===== src/rtl/sr_ff_bank.sv =====
// Bank of WIDTH edge-triggered flip-flops with run-time SR/JK/D/T mode select,
// a configurable SR conflict policy and conflict pulse/count/sticky reporting.
module sr_ff_cell #(
   parameter logic       RST      = 1'b0,
   parameter logic [1:0] CONFLICT = 2'd0
) (
   input  logic       clock,
   input  logic       clear,
   input  logic       en,
   input  logic [1:0] mode,
   input  logic       s,
   input  logic       r,
   output logic       q
);
   always_ff @(posedge clock) begin
      if (clear) begin
         q <= RST;
      end else if (en) begin
         unique case (mode)
            2'd0: begin
               unique case ({s, r})
                  2'b00: q <= q;
                  2'b10: q <= 1'b1;
                  2'b01: q <= 1'b0;
                  2'b11: begin
                     unique case (CONFLICT)
                        2'd0: q <= q;
                        2'd1: q <= 1'b1;
                        2'd2: q <= 1'b0;
                        2'd3: q <= ~q;
                     endcase
                  end
               endcase
            end
            2'd1: begin
               unique case ({s, r})
                  2'b00: q <= q;
                  2'b10: q <= 1'b1;
                  2'b01: q <= 1'b0;
                  2'b11: q <= ~q;
               endcase
            end
            2'd2: q <= s;
            2'd3: q <= q ^ s;
         endcase
      end
   end
endmodule

module sr_ff_bank #(
   parameter int               WIDTH     = 8,
   parameter logic [WIDTH-1:0] RESET_VAL = '0,
   parameter int               CONFLICT  = 0,
   parameter int               CNT_W     = 8
) (
   input  logic             clock,
   input  logic             clear,
   input  logic [WIDTH-1:0] en,
   input  logic [1:0]       mode,
   input  logic [WIDTH-1:0] set,
   input  logic [WIDTH-1:0] reset,
   input  logic             ack,
   output logic [WIDTH-1:0] q,
   output logic [WIDTH-1:0] qbar,
   output logic             conflict,
   output logic [CNT_W-1:0] conflict_cnt,
   output logic             conflict_sticky
);
   if (CONFLICT < 0 || CONFLICT > 3) begin : g_bad_conflict
      $error("sr_ff_bank: CONFLICT must be 0..3");
   end
   if (WIDTH < 1 || WIDTH > 32) begin : g_bad_width
      $error("sr_ff_bank: WIDTH must be 1..32");
   end

   logic             detect;
   logic [CNT_W-1:0] cnt_base;
   logic [CNT_W-1:0] cnt_next;

   for (genvar i = 0; i < WIDTH; i++) begin : g_bit
      sr_ff_cell #(
         .RST      (RESET_VAL[i]),
         .CONFLICT (2'(CONFLICT))
      ) u_cell (
         .clock (clock),
         .clear (clear),
         .en    (en[i]),
         .mode  (mode),
         .s     (set[i]),
         .r     (reset[i]),
         .q     (q[i])
      );
   end

   assign qbar   = ~q;
   assign detect = (mode == 2'd0) && |(en & set & reset);

   // ack clears first, then a same-cycle conflict counts on top of zero
   always_comb begin
      cnt_base = ack ? '0 : conflict_cnt;
      cnt_next = cnt_base;
      if (detect && !(&cnt_base)) cnt_next = cnt_base + CNT_W'(1);
   end

   always_ff @(posedge clock) begin
      if (clear) begin
         conflict        <= 1'b0;
         conflict_cnt    <= '0;
         conflict_sticky <= 1'b0;
      end else begin
         conflict        <= detect;
         conflict_cnt    <= cnt_next;
         conflict_sticky <= detect | (conflict_sticky & ~ack);
      end
   end
endmodule


===== config.mk =====
export PLATFORM = sky130hd
export DESIGN_NAME = sr_ff_bank
export DESIGN_NICKNAME = d
export VERILOG_FILES = /design/src/rtl/sr_ff_bank.sv
export SDC_FILE = /design/constraint.sdc
export NUM_CORES = 1
export LEC_CHECK = 0
export ABC_AREA = 0
export CORE_MARGIN = 3
export CORE_UTILIZATION = 34
export CTS_BUF_LIST = sky130_fd_sc_hd__clkbuf_4 sky130_fd_sc_hd__clkbuf_8
export DETAILED_ROUTE_END_ITERATION = 6
export MAX_ROUTING_LAYER = met4
export SLEW_MARGIN = 30
export SYNTH_ARGS = -nofsm -noshare
export SYNTH_HDL_FRONTEND = slang
export SYNTH_SLANG_ARGS = --single-unit

===== constraint.sdc =====
create_clock -name clock -period 2.5 [get_ports clock]
set_input_delay 0.375 -clock clock [delete_from_list [all_inputs] [get_ports clock]]
set_output_delay 0.375 -clock clock [all_outputs]
set_load 0.005 [all_outputs]

==> out/qor.txt, run 1 <==
Final wirelength - 4173 um
Met3 wire length - 171 um
Final Hold Viols - 0
Synth cell types - 32
Max Cap Viol - 0
Layout area overhead - 38.06%
Site row count - 24
Clock sinks - 18
CTS buffer count - 3
Cell Area, Synth - 0.001667 mm2
Starting Density - 36.75%
RD Place Congestion - 0.7904
Predominant post-synthesis flop cell - dfxtp_1
Sequential cell area fraction in the yosys report - 21.62%
Most common cell after layout, fill and taps aside - clkdlybuf4s50_1
Vias in the first global route - 1,628
Util after Layout - 50.75%
Skew final - 0.001616 ns
Worst Path Arrival - 2.28 ns
Cts-stage hold buffer count - 0
Met1 WL - 2094 um
DR iter-0 viols - 79
CP Class - input port to flip-flop
Outcome - completed
I/O pin total - 55
DP HPWL - 3243 um
Slew margin rel. - 54.01%
Worst Tran Pin Value - 0.6878 ns
Height of the die - 76.01 um
Tot Pwr - 816.5 uW
I/O Buffers - 54
Number of fill cells - 442
Yosys reg bits - 18
Share of layout cells above drive strength 1 - 5.660%
Setup crit start kind - input port
Worst-path fanout max - 10
Finish-stage setup viols - 0
Leak pwr - 0.0009147 uW
RSZ-0062 raised after global routing - false
Skew-Pair Late Insertion Delay - 0.25 ns
Max Slew Vio Count - 0
Async SR Flop Fraction - 0%
Dpl cell area - 0.002246 mm2
Initial antenna violation count - 0
Setup TNS - 0 ns
Core ar. - 0.004534 mm2
Avg Inst Size Synth - 7.610 um2
Mapped Cells - 219
GRT Resource Usage Total - 15.26%
Synth area leaders - dfxtp_1, ha_1, a211oi_1
H-tree levels - 1
GRT Residual Overflow - 0
DR vias - 1,676
Drt wl/cell - 12.65 um
DR DRC count - 0
ANT nets after route - 0
Die width - 76.01 um
Final Net Count - 320
Met2 WL - 1880 um
Clock tree buffer depth - 2
TritonCTS clock tree - built
Fin crit share - 85.60%
F_max - 467.3 MHz
Worst vdd ir - 0.1617 mV
Clock root buffer - clkbuf_8
Worst-path clk slew - 0.07 ns
Most frequent cells in the layout - clkdlybuf4s50_1, ha_1, inv_1
First drt pass iteration count - 4
# Post-CTS Setup Buffers - 0
First-pass GRT wire length - 7431 um
Synth top area share - 21.62%
EDFF count, synth - 0
Vias per cell - 5.079
Area leader, netlist - dfxtp_1
Critical Path End Type - flip-flop
Largest net degree at the start of global routing - 30
Post-CTS Resized - 0
Die area - 0.005778 mm2
Inserted Diodes - 0
Top Layer Used - met4
Synth Net Count - 273
Critical Path RT - 2.64 ns
Tmin final - 2.140 ns
Post-route cell area - 0.002301 mm2
Synth Warn # - 0
HP Class - flip-flop to flip-flop
PwrDens - 354.8 mW/mm2
## logic make-up after synthesis
| logic type | count (synthesis) | synth area share [%] |
|---|---|---|
| AOI/OAI and AO/OA | 73 | 29.28 |
| and+or+nand+nor | 56 | 17.04 |
| DFF | 18 | 21.62 |
| muxes | 2 | 1.276 |
| adders and majority gates | 25 | 18.77 |
| buffers and inverters | 45 | 12.01 |
## cell type report
| type | count | area [um2] | area share [%] |
|---|---|---|---|
| multi-input cells | 156 | 1106 | 48.07 |
| well taps | 65 | 81.33 | 3.535 |
| flip-flops and latches | 18 | 360.3 | 15.66 |
| clock buffers | 4 | 55.05 | 2.393 |
| inverters | 24 | 90.09 | 3.915 |
| repair buffers | 63 | 608.1 | 26.43 |
## path summary, 6_finish.rpt
check	start	to	slack [ns]	cells past startpoint
worst max-delay path	set[0]	conflict_cnt[0]	0.36	7
worst min-delay path	conflict_sticky	conflict_sticky	0.47	2
worst max register to register	conflict_cnt[0]	conflict_cnt[7]	0.70	6
worst min register to register	conflict_sticky	conflict_sticky	0.47	2
## stage by stage
step | hold WS (ns) | worst slack (ns) | cells
detailed placement | 0.4687 | 0.09298 | 326
CTS | 0.4790 | 0.3586 | 330
floorplan | 0.4658 | 0.8610 | 219
global route | 0.4878 | 0.2526 | 330
global placement | 0.4622 | 0.1047 | 326
finish | 0.4722 | 0.3600 | 330
## Yosys cell counts, types with 3 or more instances
library cell	count
a2111oi_0	8
a211oi_1	16
a21oi_1	13
a22oi_1	8
a31oi_1	3
and3_1	3
buf_4	8
clkbuf_1	11
dfxtp_1	18
ha_1	25
inv_1	24
nand2_1	4
nand2b_1	4
nand3_1	11
nand4_1	3
nor2_1	20
nor2b_1	4
o21ai_0	16
o31ai_1	4
or4_1	4
## per-layer routing
metal | GRT usage, % | up-vias
met1 | 20.35 | 752
met2 | 24.11 | 37
met3 | 2.246 | 2
li1 | - | 885
met4 | 4.348 | 0
met5 | - | -
## sequential cells by signal, indices dropped and copies added, names as in the netlist
register and count:
conflict_sticky 1, conflict 1, conflict_cnt 8, g_bit.u_cell.q 8
## report_power, final
part	total, uW	switching [uW]	internal (uW)
Clock	245	105	140
Combinational	256	116	140
Sequential	316	13.9	302
## critical path, stage by stage
cell and delay [ns]:
clkdlybuf4s50_1 0.53, nand3_1 0.09, nand2_1 0.08, a311oi_1 0.06
a311o_1 0.49, a31oi_1 0.29, mux2_2 0.37
Power figures use the tool's default switching activity.
==> run 2, diff against run 1 <==
--- a/config.mk
+++ b/config.mk
@@ -11,7 +11,7 @@
 export CTS_BUF_LIST = sky130_fd_sc_hd__clkbuf_4 sky130_fd_sc_hd__clkbuf_8
 export DETAILED_ROUTE_END_ITERATION = 6
 export MAX_ROUTING_LAYER = met4
-export SLEW_MARGIN = 30
+export RECOVER_POWER = 50
 export SYNTH_ARGS = -nofsm -noshare
 export SYNTH_HDL_FRONTEND = slang
 export SYNTH_SLANG_ARGS = --single-unit
==> constraint.sdc (replaced) <==
create_clock -name clock -period 2.5 [get_ports clock]
set_input_delay 0.375 -clock clock [delete_from_list [all_inputs] [get_ports clock]]
set_output_delay 0.375 -clock clock [all_outputs]
set_load 0.1 [all_outputs]
==> out/qor.txt, run 2 (synthesized netlist as in run 1, its figures left out) <==
Clock tree buffer depth - 2 (unchanged)
# Post-CTS Setup Buffers - 0 (unchanged)
Most frequent cells in the layout - clkdlybuf4s50_1, ha_1, inv_1
Clock root buffer - clkbuf_8
Site row count - 24 (unchanged)
HP Class - flip-flop to flip-flop
Outcome - completed
Worst path cell trace - clkdlybuf4s50_1 > nand3_1 > nand2_1 > a311oi_1 > a311o_1 > a31oi_1 > mux2_2
First drt pass iteration count - 5 (+1)
CTS buffer count - 3 (unchanged)
Max Slew Vio Count - 0 (unchanged)
Worst vdd ir - 0.2480 mV (+53%)
Worst-path clk slew - 0.07 ns (about the same)
Initial antenna violation count - 0 (unchanged)
Util after Layout - 48.32% (-2.4 points)
Vias in the first global route - 1,517 (-6.8%)
Final Net Count - 325 (+1.6%)
DR vias - 1,696 (+1.2%)
Setup TNS - 0 ns (unchanged)
Post-CTS Resized - 0 (unchanged)
Post-route insts no fill - 335 (+1.5%)
Drt wl/cell - 12.49 um (-1.2%)
Worst-path fanout max - 11 (+1)
First-pass GRT wire length - 7051 um (-5.1%)
DR iter-0 viols - 111 (+41%)
ANT nets after route - 0 (unchanged)
F_max - 462.4 MHz (-1.0%)
PwrDens - 452.8 mW/mm2 (+28%)
GRT Resource Usage Total - 14.78% (-0.48 points)
Starting Density - 36.75% (unchanged)
Placed cell count - 331 (+1.5%)
Most common cell after layout, fill and taps aside - clkdlybuf4s50_1
I/O Buffers - 54 (unchanged)
Cts-stage hold buffer count - 0 (unchanged)
Inserted Diodes - 0 (unchanged)
Finish-stage setup viols - 0 (unchanged)
Critical Path RT - 2.65 ns (about the same)
CP Class - input port to flip-flop
Clock sinks - 18 (unchanged)
RD Place Congestion - 0.7825 (-1.0%)
Share of layout cells above drive strength 1 - 8.889% (+3.2 points)
Worst Tran Pin Value - 1.176 ns (+0.4884 ns)
Tot Pwr - 992.0 uW (+22%)
H-tree levels - 1 (unchanged)
Max Cap Viol - 0 (unchanged)
Fin crit share - 86.50% (+0.90 points)
Tmin final - 2.163 ns (+0.02251 ns)
Core ar. - 0.004534 mm2 (unchanged)
Largest net degree at the start of global routing - 34 (+13%)
Worst path slowest cell - clkdlybuf4s50_1
Top flop regs - conflict_cnt: 8 flops, g_bit.u_cell.q: 8 flops
GRT Residual Overflow - 0 (unchanged)
Die area - 0.005778 mm2 (unchanged)
Top delay family on crit path - compound AO/OA/AOI/OAI gates
Critical path buffer and inverter count - 1 (unchanged)
Critical Path End Type - flip-flop
Critical path's largest stage delay - 0.53 ns (about the same)
Final Hold Viols - 0 (unchanged)
DP HPWL - 3248 um (+0.16%)
Skew final - 0.004349 ns (+0.002733 ns)
Slew margin rel. - 21.92% (-32 points)
Worst Path Arrival - 2.32 ns (+0.04 ns)
TritonCTS clock tree - built
Layout area overhead - 31.46%
Height of the die - 76.01 um (unchanged)
I/O pin total - 55 (unchanged)
Setup crit start kind - input port
Die width - 76.01 um (unchanged)
Leak pwr - 0.0008888 uW (-2.8%)
Vias per cell - 5.063 (-0.32%)
Final wirelength - 4185 um (+0.29%)
Number of fill cells - 471 (+6.6%)
Skew-Pair Late Insertion Delay - 0.26 ns (about the same)
RSZ-0062 raised after global routing - false
DR DRC count - 0 (unchanged)
==> run 2: cell types whose count changed in the layout (fill, tap and decap cells not counted), sizes merged <==
cell / before / now
buf: 9 / 18
clkdlybuf4s50: 54 / 28
clkbuf: 4 / 26
==> run 2: layer usage <==
metal	share of wire (%)	global-route usage, %	vias up
met5	0	-	-
met4	1.3	4.348	0
li1	-	-	894
met3	3.6	1.537	4
met2	44	22.87	34
met1	51	20.43	764
==> run 2: final timing paths <==
check,startpoint,to,slack (ns),depth (start not counted)
hold reg to reg,conflict_sticky,conflict_sticky,0.48,2
setup / recovery,set[6],conflict_cnt[0],0.34,7
setup reg to reg,conflict_cnt[0],conflict_cnt[5],0.74,6
hold / removal,conflict_sticky,conflict_sticky,0.48,2
==> run 2: layout make-up <==
class	count	area [um2]	area share, %
Clock buffer	4	55.05	2.513
Inverter	24	90.09	4.112
Multi-Input combinational cell	156	1106	50.49
Sequential cell	18	360.3	16.45
Tap cell	65	81.33	3.712
Timing Repair Buffer	68	498.0	22.73
==> run 2: worst min-delay path, stage by stage (launching register included) <==
cell and delay [ns]:
dfxtp_1 0.31, nand2b_1 0.06, a21oi_1 0.06
==> run 2: where the power goes <==
part,internal (uW),switching (uW),leakage (uW)
Clock,140,111,0.0000288
Combinational,113,312,0.000713
Sequential,302,13.6,0.000147
==> run 2: per-stage QoR <==
stage / cell area, um2 / setup WS, ns / hold WS [ns]
floorplan: 1667 / 0.2073 / 0.5568
CTS: 2273 / 0.3211 / 0.4815
detailed placement: 2218 / 0.03446 / 0.4687
global placement: 2218 / 0.1407 / 0.4619
global route: 2191 / 0.2249 / 0.5345
finish: 2191 / 0.3375 / 0.4759
==> run 3, diff against run 2 <==
==> constraint.sdc (replaced) <==
create_clock -name clock -period 2.5 [get_ports clock]
set_input_delay 0.5 -clock clock [delete_from_list [all_inputs] [get_ports clock]]
set_output_delay 0.5 -clock clock [all_outputs]
set_load 0.005 [all_outputs]
==> out/qor.txt, run 3 (synthesized netlist as in run 1, its figures left out) <==
Outcome - completed
Number of fill cells - 439 (-6.8%)
Dpl cell area - 0.002374 mm2 (+7.0%)
Worst Tran Pin Value - 0.6413 ns (-0.5349 ns)
Final Hold Viols - 0 (unchanged)
Finish-stage setup viols - 0 (unchanged)
Max Slew Vio Count - 0 (unchanged)
Cts-stage hold buffer count - 0 (unchanged)
F_max - 456.4 MHz (-1.3%)
GRT Resource Usage Total - 14.94% (+0.16 points)
Area of the multi-input gates - 0.001106 mm2 (unchanged)
Max Cap Viol - 0 (unchanged)
Tmin final - 2.191 ns (+0.02854 ns)
H-tree levels - 1 (unchanged)
I/O Buffers - 54 (unchanged)
Height of the die - 76.01 um (unchanged)
CTS buffer count - 3 (unchanged)
Critical path's largest stage delay - 0.54 ns (about the same)
HP Class - flip-flop to flip-flop
Layout area overhead - 45.72%
Largest net degree at the start of global routing - 21 (-38%)
Critical Path RT - 2.70 ns (+0.05 ns)
Vias per cell - 4.934 (-2.5%)
Vias in the first global route - 1,567 (+3.3%)
CP Class - input port to flip-flop
TritonCTS clock tree - built
Initial antenna violation count - 0 (unchanged)
Setup TNS - 0 ns (unchanged)
Die area - 0.005778 mm2 (unchanged)
Worst Path Arrival - 2.39 ns (+0.07 ns)
Top flop regs - conflict_cnt: 8 flops, g_bit.u_cell.q: 8 flops
First-pass GRT wire length - 7245 um (+2.8%)
Clock root buffer - clkbuf_8
Critical Path End Type - flip-flop
Drt wl/cell - 11.98 um (-4.1%)
Fin crit share - 87.64% (+1.1 points)
DR iter-0 viols - 71 (-36%)
Skew-Pair Late Insertion Delay - 0.26 ns (about the same)
Core ar. - 0.004534 mm2 (unchanged)
Worst-path clk slew - 0.07 ns (about the same)
DR vias - 1,712 (+0.94%)
Post-route cell area - 0.002429 mm2 (+11%)
Final Net Count - 337 (+3.7%)
Post-CTS Resized - 0 (unchanged)
Worst vdd ir - 0.1732 mV (-30%)
Most common cell after layout, fill and taps aside - clkdlybuf4s50_1
Slew margin rel. - 57.16% (+35 points)
DP HPWL - 3286 um (+1.2%)
DR DRC count - 0 (unchanged)
Final wirelength - 4157 um (-0.67%)
Reg area - 360.3 um2 (unchanged)
Setup crit start kind - input port
RSZ-0062 raised after global routing - false
First drt pass iteration count - 4 (-1)
I/O pin total - 55 (unchanged)
Share of layout cells above drive strength 1 - 11.35% (+2.5 points)
Clock tree buffer depth - 2 (unchanged)
GRT Residual Overflow - 0 (unchanged)
Site row count - 24 (unchanged)
Clock sinks - 18 (unchanged)
# Post-CTS Setup Buffers - 0 (unchanged)
Inserted Diodes - 0 (unchanged)
Leak pwr - 0.001026 uW (+15%)
Die width - 76.01 um (unchanged)
PwrDens - 340.2 mW/mm2 (-25%)
Worst-path fanout max - 10 (-1)
Worst path cell trace - clkdlybuf4s50_1 > nand3_1 > nand2_1 > a311oi_1 > a311o_1 > or4_1 > a21oi_1
Starting Density - 36.75% (unchanged)
Most frequent cells in the layout - clkdlybuf4s50_1, buf_4, ha_1
RD Place Congestion - 0.7623 (-2.6%)
Skew final - 0.0006653 ns (-0.003684 ns)
Worst path slowest cell - or4_1
ANT nets after route - 0 (unchanged)
run 3: changes by cell type in the layout (fill, tap and decap cells not counted):
cell / before / now
clkdlybuf4s50_1: 28 / 32
dlygate4sd3_1: 0 / 22
buf_4: 18 / 26
clkbuf_1: 22 / 0
run 3: layout make-up:
type	count	area share (%)
multi-input combinational	156	45.54
timing repair buffer	80	30.29
sequential	18	14.84
inverter	24	3.709
tap	65	3.349
clock buffer	4	2.267
run 3: path summary, 6_finish.rpt:
| check | from | endpoint | slack [ns] | cells after the start |
|---|---|---|---|---|
| hold / removal | conflict_sticky | conflict_sticky | 0.48 | 2 |
| setup reg to reg | conflict_cnt[3] | conflict_cnt[3] | 0.69 | 7 |
| setup / recovery | reset[0] | conflict_cnt[6] | 0.31 | 7 |
| hold reg to reg | conflict_sticky | conflict_sticky | 0.48 | 2 |
run 3: stage by stage:
| step | hold slack, ns | util (%) | worst slack [ns] | power, uW | std cells |
|---|---|---|---|---|---|
| final | 0.4754 | 53.56 | 0.3090 | 826.2 | 347 |
| after global routing | 0.5062 | 53.56 | 0.1722 | 882.0 | 347 |
| after CTS | 0.4844 | 53.56 | 0.3000 | 848.5 | 347 |
| after detailed placement | 0.4734 | 52.35 | 0.03499 | 598.1 | 343 |
| after global placement | 0.4793 | 52.35 | 0.04511 | 595.5 | 343 |
| after floorplan | 0.4658 | - | 0.7360 | 454.5 | 219 |
run 3: power by group:
group | total (uW) | internal (uW) | leakage (uW) | switching, uW
sequential | 315 | 302 | 0.000147 | 13.8
clock | 246 | 140 | 0.0000288 | 106
combinational | 264 | 146 | 0.000850 | 118
run 3: critical path, delay by kind of cell:
kind	cells	cell delay, ns
compound gates	3	0.69
buf+inv	1	0.48
simple gates	3	0.72
run 3: metal layers:
layer	vias to the layer above	global-route usage [%]	part of all wire, %
met3	0	1.773	3.2
met1	757	20.77	51
met5	-	-	0
li1	917	-	-
met4	0	4.348	0
met2	38	22.87	46
